<file path="config.mk">
export PLATFORM = sky130hd
export DESIGN_NAME = ram_arbiter
export DESIGN_NICKNAME = d
export VERILOG_FILES = /design/src/rtl/ram_arbiter.sv
export SDC_FILE = /design/constraint.sdc
export NUM_CORES = 1
export LEC_CHECK = 0
export BUFFER_PORTS_ARGS = -buffer_cell sky130_fd_sc_hd__buf_2
export CORE_ASPECT_RATIO = 1.25
export CORE_UTILIZATION = 47
export DETAILED_ROUTE_END_ITERATION = 16
export GPL_TIMING_DRIVEN = 0
export PLACE_DENSITY = 0.78
export SLEW_MARGIN = 40
export SYNTH_ARGS = -nofsm -noshare
export SYNTH_HDL_FRONTEND = slang
export SYNTH_SLANG_ARGS = --single-unit
</file>
<file path="constraint.sdc">
create_clock -name clk -period 2.5 [get_ports clk]
set_clock_uncertainty 0.2 [all_clocks]
set_input_delay 0.125 -clock clk [delete_from_list [all_inputs] [get_ports clk]]
set_output_delay 0.125 -clock clk [all_outputs]
set_load 0.05 [all_outputs]
</file>
<file path="src/rtl/ram_arbiter.sv">
// ram_arbiter: shares one 16x8 single-port-command RAM between requesters A and B.
// Round-robin between the two requesters, with an owner allowed up to MAX_BURST
// back-to-back grants while the other one waits. Granted commands are registered
// onto the RAM ports; the RAM's registered read data is routed back to the owner
// through a 2-stage read-tag pipeline, so read data reaches the requester three
// cycles after its grant.
// Optional grant statistics counters are enabled by defining RAM_ARB_STATS_EN.
module ram_arbiter #(
  parameter int ADDR_WIDTH = 4,
  parameter int DATA_WIDTH = 8,
  parameter int MAX_BURST  = 4
) (
  input  logic                  clk,
  input  logic                  rst,
  input  logic                  req_a,
  input  logic                  we_a,
  input  logic [ADDR_WIDTH-1:0] addr_a,
  input  logic [DATA_WIDTH-1:0] wdata_a,
  input  logic                  req_b,
  input  logic                  we_b,
  input  logic [ADDR_WIDTH-1:0] addr_b,
  input  logic [DATA_WIDTH-1:0] wdata_b,
  output logic                  gnt_a,
  output logic                  gnt_b,
  output logic                  rvalid_a,
  output logic [DATA_WIDTH-1:0] rdata_a,
  output logic                  rvalid_b,
  output logic [DATA_WIDTH-1:0] rdata_b,
  output logic                  ram_rst,
  output logic                  ram_wr_enb,
  output logic [ADDR_WIDTH-1:0] ram_wr_addr,
  output logic [DATA_WIDTH-1:0] ram_wr_data,
  output logic                  ram_rd_enb,
  output logic [ADDR_WIDTH-1:0] ram_rd_addr,
  input  logic [DATA_WIDTH-1:0] ram_rd_data
`ifdef RAM_ARB_STATS_EN
  ,
  input  logic                  stats_clr,
  output logic [15:0]           gcnt_a,
  output logic [15:0]           gcnt_b
`endif
);

  typedef enum logic [1:0] {
    IDLE  = 2'd0,
    OWN_A = 2'd1,
    OWN_B = 2'd2
  } state_t;

  localparam logic [3:0] MAX_CNT = 4'(MAX_BURST);

  state_t     state, state_nxt;
  logic [3:0] cnt, cnt_nxt;
  // 1 = B was served last, so A wins the next tie out of IDLE.
  logic       last_b, last_b_nxt;

  // Muxed view of the command being accepted this cycle.
  logic                  cmd_vld;
  logic                  cmd_we;
  logic                  cmd_own_b;
  logic [ADDR_WIDTH-1:0] cmd_addr;
  logic [DATA_WIDTH-1:0] cmd_wdata;

  // Read-tag pipeline: stage 1 lines up with the RAM read command,
  // stage 2 with the RAM's registered read data.
  logic tag1_vld, tag1_b;
  logic tag2_vld, tag2_b;

  assign ram_rst = ~rst;

  // Arbitration state register.
  always_ff @(posedge clk) begin
    // NOTE: sequential state uses non-blocking assignments so every flop samples
    // the pre-edge value of every other flop, independent of block ordering.
    if (!rst) begin
      state  <= IDLE;
      cnt    <= 4'd0;
      last_b <= 1'b1;
    end else begin
      state  <= state_nxt;
      cnt    <= cnt_nxt;
      last_b <= last_b_nxt;
    end
  end

  // Next-state and grant decode; grants are a pure function of state, cnt and the requests.
  always_comb begin
    // NOTE: every output of this block gets a default first so no path leaves a
    // signal unassigned, which would otherwise infer a latch.
    state_nxt  = state;
    cnt_nxt    = cnt;
    last_b_nxt = last_b;
    gnt_a      = 1'b0;
    gnt_b      = 1'b0;
    unique case (state)
      IDLE: begin
        if (req_a && (!req_b || last_b)) begin
          gnt_a     = 1'b1;
          state_nxt = OWN_A;
          cnt_nxt   = 4'd1;
        end else if (req_b) begin
          gnt_b     = 1'b1;
          state_nxt = OWN_B;
          cnt_nxt   = 4'd1;
        end
      end
      OWN_A: begin
        if (req_a && ((cnt < MAX_CNT) || !req_b)) begin
          gnt_a   = 1'b1;
          cnt_nxt = (cnt < MAX_CNT) ? cnt + 4'd1 : MAX_CNT;
        end else if (req_b) begin
          gnt_b      = 1'b1;
          state_nxt  = OWN_B;
          cnt_nxt    = 4'd1;
          last_b_nxt = 1'b0;
        end else begin
          state_nxt  = IDLE;
          cnt_nxt    = 4'd0;
          last_b_nxt = 1'b0;
        end
      end
      OWN_B: begin
        if (req_b && ((cnt < MAX_CNT) || !req_a)) begin
          gnt_b   = 1'b1;
          cnt_nxt = (cnt < MAX_CNT) ? cnt + 4'd1 : MAX_CNT;
        end else if (req_a) begin
          gnt_a      = 1'b1;
          state_nxt  = OWN_A;
          cnt_nxt    = 4'd1;
          last_b_nxt = 1'b1;
        end else begin
          state_nxt  = IDLE;
          cnt_nxt    = 4'd0;
          last_b_nxt = 1'b1;
        end
      end
      default: begin
        state_nxt = IDLE;
        cnt_nxt   = 4'd0;
      end
    endcase
    // Nothing is accepted while reset is asserted.
    if (!rst) begin
      gnt_a = 1'b0;
      gnt_b = 1'b0;
    end
  end

  // Select the accepted command's fields from the granted requester.
  always_comb begin
    cmd_vld   = gnt_a | gnt_b;
    cmd_own_b = gnt_b;
    cmd_we    = gnt_b ? we_b    : we_a;
    cmd_addr  = gnt_b ? addr_b  : addr_a;
    cmd_wdata = gnt_b ? wdata_b : wdata_a;
  end

  // Register the accepted command onto the RAM write or read port.
  always_ff @(posedge clk) begin
    if (!rst) begin
      ram_wr_enb  <= 1'b0;
      ram_wr_addr <= '0;
      ram_wr_data <= '0;
      ram_rd_enb  <= 1'b0;
      ram_rd_addr <= '0;
    end else begin
      ram_wr_enb <= cmd_vld & cmd_we;
      ram_rd_enb <= cmd_vld & ~cmd_we;
      if (cmd_vld && cmd_we) begin
        ram_wr_addr <= cmd_addr;
        ram_wr_data <= cmd_wdata;
      end
      if (cmd_vld && !cmd_we) begin
        ram_rd_addr <= cmd_addr;
      end
    end
  end

  // Track read ownership alongside the RAM latency; reset drops in-flight reads.
  always_ff @(posedge clk) begin
    if (!rst) begin
      tag1_vld <= 1'b0;
      tag1_b   <= 1'b0;
      tag2_vld <= 1'b0;
      tag2_b   <= 1'b0;
    end else begin
      tag1_vld <= cmd_vld & ~cmd_we;
      tag1_b   <= cmd_own_b;
      tag2_vld <= tag1_vld;
      tag2_b   <= tag1_b;
    end
  end

  // Route the RAM read data to its owner; data is forced to 0 when not valid.
  always_ff @(posedge clk) begin
    if (!rst) begin
      rvalid_a <= 1'b0;
      rdata_a  <= '0;
      rvalid_b <= 1'b0;
      rdata_b  <= '0;
    end else begin
      rvalid_a <= tag2_vld & ~tag2_b;
      rdata_a  <= (tag2_vld && !tag2_b) ? ram_rd_data : '0;
      rvalid_b <= tag2_vld & tag2_b;
      rdata_b  <= (tag2_vld && tag2_b) ? ram_rd_data : '0;
    end
  end

`ifdef RAM_ARB_STATS_EN
  // Saturating grant counters; stats_clr wins over a same-cycle increment.
  always_ff @(posedge clk) begin
    if (!rst || stats_clr) begin
      gcnt_a <= 16'd0;
      gcnt_b <= 16'd0;
    end else begin
      if (gnt_a && (gcnt_a != 16'hFFFF)) gcnt_a <= gcnt_a + 16'd1;
      if (gnt_b && (gcnt_b != 16'hFFFF)) gcnt_b <= gcnt_b + 16'd1;
    end
  end
`endif

endmodule
</file>
== Word level (Yosys, flattened, before mapping) ==
Cells that the tools add are included.
Storage, ports and cells
  flip-flop bits (word level): 46
  word-level logic and storage cells: 83
  output and inout port bits: 39
  input port bits: 38
Cells by class
  equal/unequal tests: 5
  bitwise operators: 8
  multiplexer cells: 33
  add/sub/neg operators: 1
  reduce and logical (&&, ||, !) cells: 20
  order comparisons: 1
Operators with widths (number)
  4-bit two-way mux: 6
  1-bit two-way mux: 16
  4-bit one-hot mux with 3 select lines: 1
  2-bit two-way mux: 5
  8-bit two-way mux: 1
  1-bit logical AND: 7
  1-bit one-hot mux with 3 select lines: 2
  2-bit one-hot mux with 3 select lines: 1
  3-bit AND reduction: 2
  4-bit by 1-bit adder with 4-bit output, second input constant: 1
  1-bit bitwise AND: 4
  1-bit zero test: 4
  4-bit by 3-bit less-than comparator with 1-bit output, second input constant: 1
  2-bit != test, second input constant: 2
  2-bit AND reduction: 2
  1-bit logical OR: 3
  3-bit != test, second input constant: 1
  1-bit inverter: 3
  2-bit by 1-bit == test with 1-bit output, second input constant: 1
  2-bit == test, second input constant: 1
  2-bit zero test: 1
  1-bit one-hot mux with 2 select lines: 1
  2-bit nonzero test: 1
  1-bit OR: 1

== Longest topological paths before layout ==
  word-level depth: 9
  mapped depth: 8

== Worst setup path before layout ==
OpenSTA, ideal clock, no wires.
  path kind: register -> register
  start point: register state[0]
  end point: register ram_rd_addr[0]
  clock period less this slack: 2442 ps
  stages on the path, launching flop included: 7
  arrival: 2146 ps
  setup time: 95 ps
  setup slack: 58 ps
  buffers on the path: 1
  path through: dfxtp_1 buf_2 a21boi_0 nand3_1 nor2_1 a21oi_1 a221oi_1
Between the ends
  elaborated cells on any way between the ends: 12
RTL lines
  from (decl): line 52  | state_t state, state_nxt;
  from (signal assigned): line 80  | state <= state_nxt;
  2-bit == test, or another cell as far along: line 95  | unique case (state)
  1-bit one-hot mux with 3 select lines *: line 95
  1-bit two-way mux *: line 143  | if (!rst) begin
  named net gnt_a: line 23  | output logic gnt_a,
  1-bit OR *: line 151  | cmd_vld = gnt_a | gnt_b;
  1-bit logical AND *: line 173  | if (cmd_vld && !cmd_we) begin
  to (signal assigned): line 174  | ram_rd_addr <= cmd_addr;
  to (decl): line 34  | output logic [ADDR_WIDTH-1:0] ram_rd_addr,
Mark *: on every way through the listed nets, which the timed path passes. The rest lies on a longest branch.
A chain may end at the register's enable or synchronous reset.

== Final worst setup path ==
  start point: input port rst
  end point: output port gnt_b
Between the ends
  longest elaborated chain between the ends: 1
Ends and longest elaborated chain
  from (decl): line 14  | input logic rst,
  1-bit two-way mux: line 143
  to (decl): line 24  | output logic gnt_b,
No other way between the ends.

==> metrics.md <==
| Metric | Value |
|---|---|
| Unique masters post-synth | `39` |
| Total grt overflow | `0` |
| Initial antenna violation count | `0` |
| Pre-CTS WS | `0.369 ns` |
| Die width | `58.2 um` |
| Worst VDD drop | `roughly 0.00055 V` |
| Final worst path period need | `2.38 ns` |
| Layout net count | `~330` |
| Hold Path Class | `primary input to register` |
| Vias in the first global route | `1435` |
| Final Worst Setup Slack | `0.116 ns` |
| Async S/R FF share, synth | `0` |
| Mapped Area | `1860 um^2` |
| Drt pass-1 iters | `5` |
| Synth area leaders | `dfxtp_1 (50%), and2_1 (6.4%), o221a_2 (4.9%), a21oi_1 (3.2%), o21a_1 (3.2%)` |
| Gate Count Post-Synth | `181` |
| Post-CTS Setup Inserts | `0` |
| TritonCTS buffer count | `5` |
| Relative slew slack | `0.629` |
| Yosys Warn Count | `0` |
| Critical Path AT | `2.06 ns` |
| EDFF count, synth | `0` |
| Max Cap Viol | `0` |
| Diode count | `0` |
| Final setup TNS | `0 ns` |
| Io pins | `77` |
| Wire per inst | `roughly 12 um` |
| Dominant cell type by area after synthesis | `dfxtp_1` |
| Worst-path clk slew | `~0.090 ns` |
| Clk buf depth | `2` |
| Seq/Total Area, Yosys | `0.496` |
| Final hold viol count | `0` |
| PortBufs | `74` |
| Routed WL | `slightly above 4000 um` |
| Worst reg2reg path depth | `6` |
| Finished Core Util | `0.697` |
| Tot GR Track Use | `0.202` |
| Clock sinks | `46` |
| Pwr dens | `597 nW/um^2` |
| Post-synth net total | `220` |
| Vias per cell | `4.90` |
| DRT antenna net count | `0` |
| First DRT Iteration DRCs | `31` |
| Leakage | `1.25 nW` |
| Setup-failing EPs final | `0` |
| Slew Limit Fails | `0` |
| Layout cells sized above 1 | `0.368` |
| Post-DP HPWL | `2790 um` |
| Layout area overhead | `42.1%` |
| Status | `completed` |
| Num rows | `25` |
| CTS tree | `done` |
| Final GP Congestion | `0.777` |
| CP startpoint kind | `primary input` |
| CP Class | `primary input to output port` |
| Die area | `about 4200 um^2` |
| CP Data Required Time | `2.17 ns` |
| Crit end category | `output port` |
| Hold depth | `3` |
| CTS Root Buffer Type | `clkbuf_8` |
| Slew @ Worst Pin | `around 0.55 ns` |
| Top_reg_cell synth | `dfxtp_1` |
| Flops & latches, synth | `between 40 and 50` |
| Largest net degree at the start of global routing | `17` |
| Die extent in y | `72.3 um` |
| Vias | `1675` |
| Period utilization | `0.954` |
| Initial Util | `0.491` |
| Synth top area share | `0.496` |
| Synthesized area per cell | `10.3 um^2` |
| RSZ-0062 raised after global routing | `no` |
| Clock H-tree levels | `2` |
| Clock Latency Late Sink | `0.30 ns` |
| Core area | `approximately 3800 um^2` |
| Remaining DRCs | `0` |
| Fmax | `0.419 GHz` |
| Critical-path maximum fanout | `6` |
| Global-route wire length before repair | `6570 um` |
repair_timing:
item | 4_1_cts | 5_1_grt
resized for setup | 0 | 0
endpoints found under the hold margin | 35 | 0
hold buffers | 25 | 0
setup endpoints to repair | 0 | 0
path summary, 6_finish.rpt:
path | from | end | slack [ns]
worst max-delay path | rst | gnt_b | 0.12
worst min-delay path | wdata_a[5] | ram_wr_data[5] | 0.005
worst max register to register | state[0] | ram_rd_addr[1] | 0.35
worst min register to register | tag1_b | tag2_b | 0.24
area by class of cell:
type                       count  area (um^2)
timing repair buffer          99          621
fill                         315         1150
tap                           54         67.6
sequential                    46          921
clock buffer                   5         68.8
clock inverter                 3         25.0
buffer                         9         81.3
multi-input combinational    113          806
inverter                      13         48.8
per-layer routing:
| metal | vias to the layer above | GRT usage | wire length [um] | part of all wire |
|---|---|---|---|---|
| li1 | 857 | - | - | - |
| met3 | 4 | 0.0481 | 173 | 0.042 |
| met2 | 50 | 0.359 | 2200 | 0.53 |
| met1 | 764 | 0.238 | 1720 | 0.42 |
| met4 | 0 | 0.0635 | 49 | 0.012 |
| met5 | - | 0 | 0 | 0 |
flip-flops by register name (all words and copies together), names as in the netlist:
name         flops
ram_wr_data      8
rdata_a          8
rdata_b          8
cnt              4
ram_rd_addr      4
ram_wr_addr      4
state            2
last_b           1
ram_wr_enb       1
rvalid_a         1
rvalid_b         1
tag1_b           1
tag1_vld         1
tag2_b           1
tag2_vld         1
report_power, final:
group          internal (mW)  switching, mW
clock network          0.202          0.258
logic                  0.127          0.205
registers              0.768         0.0164
total                   1.10          0.480
synthesized netlist by cell type, drive strengths merged, types with 2 or more instances:
cell type / instances
dfxtp: 46
and2: 19
a21oi: 13
inv: 13
o21ai: 10
nor2: 9
o21a: 8
o221a: 8
nand2: 6
nand3: 6
buf: 5
mux2i: 5
a221oi: 4
o31ai: 4
and3: 3
clkbuf: 3
a21boi: 2
and3b: 2
worst max-delay path, cell delays in order:
cell and delay [ns]:
dlygate4sd3_1 0.53, buf_2 0.15, a21boi_0 0.38, inv_1 0.17, a21oi_2 0.35, buf_2 0.34
placed cells by master, fill, tap and decap left out, types with 4 or more instances in the layout:
cell            n
and2_1         19
inv_1          13
buf_6           4
buf_2          75
o31ai_1         4
clkbuf_8        6
nor2_1          9
mux2i_1         5
o221a_2         8
nand3_1         5
dlygate4sd3_1  26
o21a_1          8
dfxtp_1        46
o21ai_0        10
a221oi_1        4
nand2_1         5
a21oi_1        12
cell families after synthesis:
logic type / count (synthesis) / share of synthesized area
buffers and inverters: 22 / 0.0701
AO/OA/AOI/OAI: 56 / 0.230
flip-flops: 46 / 0.496
multiplexers: 6 / 0.0330
AND/OR/NAND/NOR: 50 / 0.164
adder cells (fa/ha/maj): 1 / 0.00674
through the flow:
stage | std cells | hold WS (ns) | total power, mW | area [um^2]
4_1_cts | 342 | 0.00118 | 1.59 | 2640
5_1_grt | 342 | 0.000294 | 1.64 | 2640
6_report | 342 | 0.00484 | 1.58 | 2640
2_1_floorplan | 181 | 0.0467 | 1.02 | 1860
3_3_place_gp | 309 | 0.134 | 1.10 | 2290
3_5_place_dp | 309 | 0.137 | 1.10 | 2290
(Power assumes the default switching activity.)
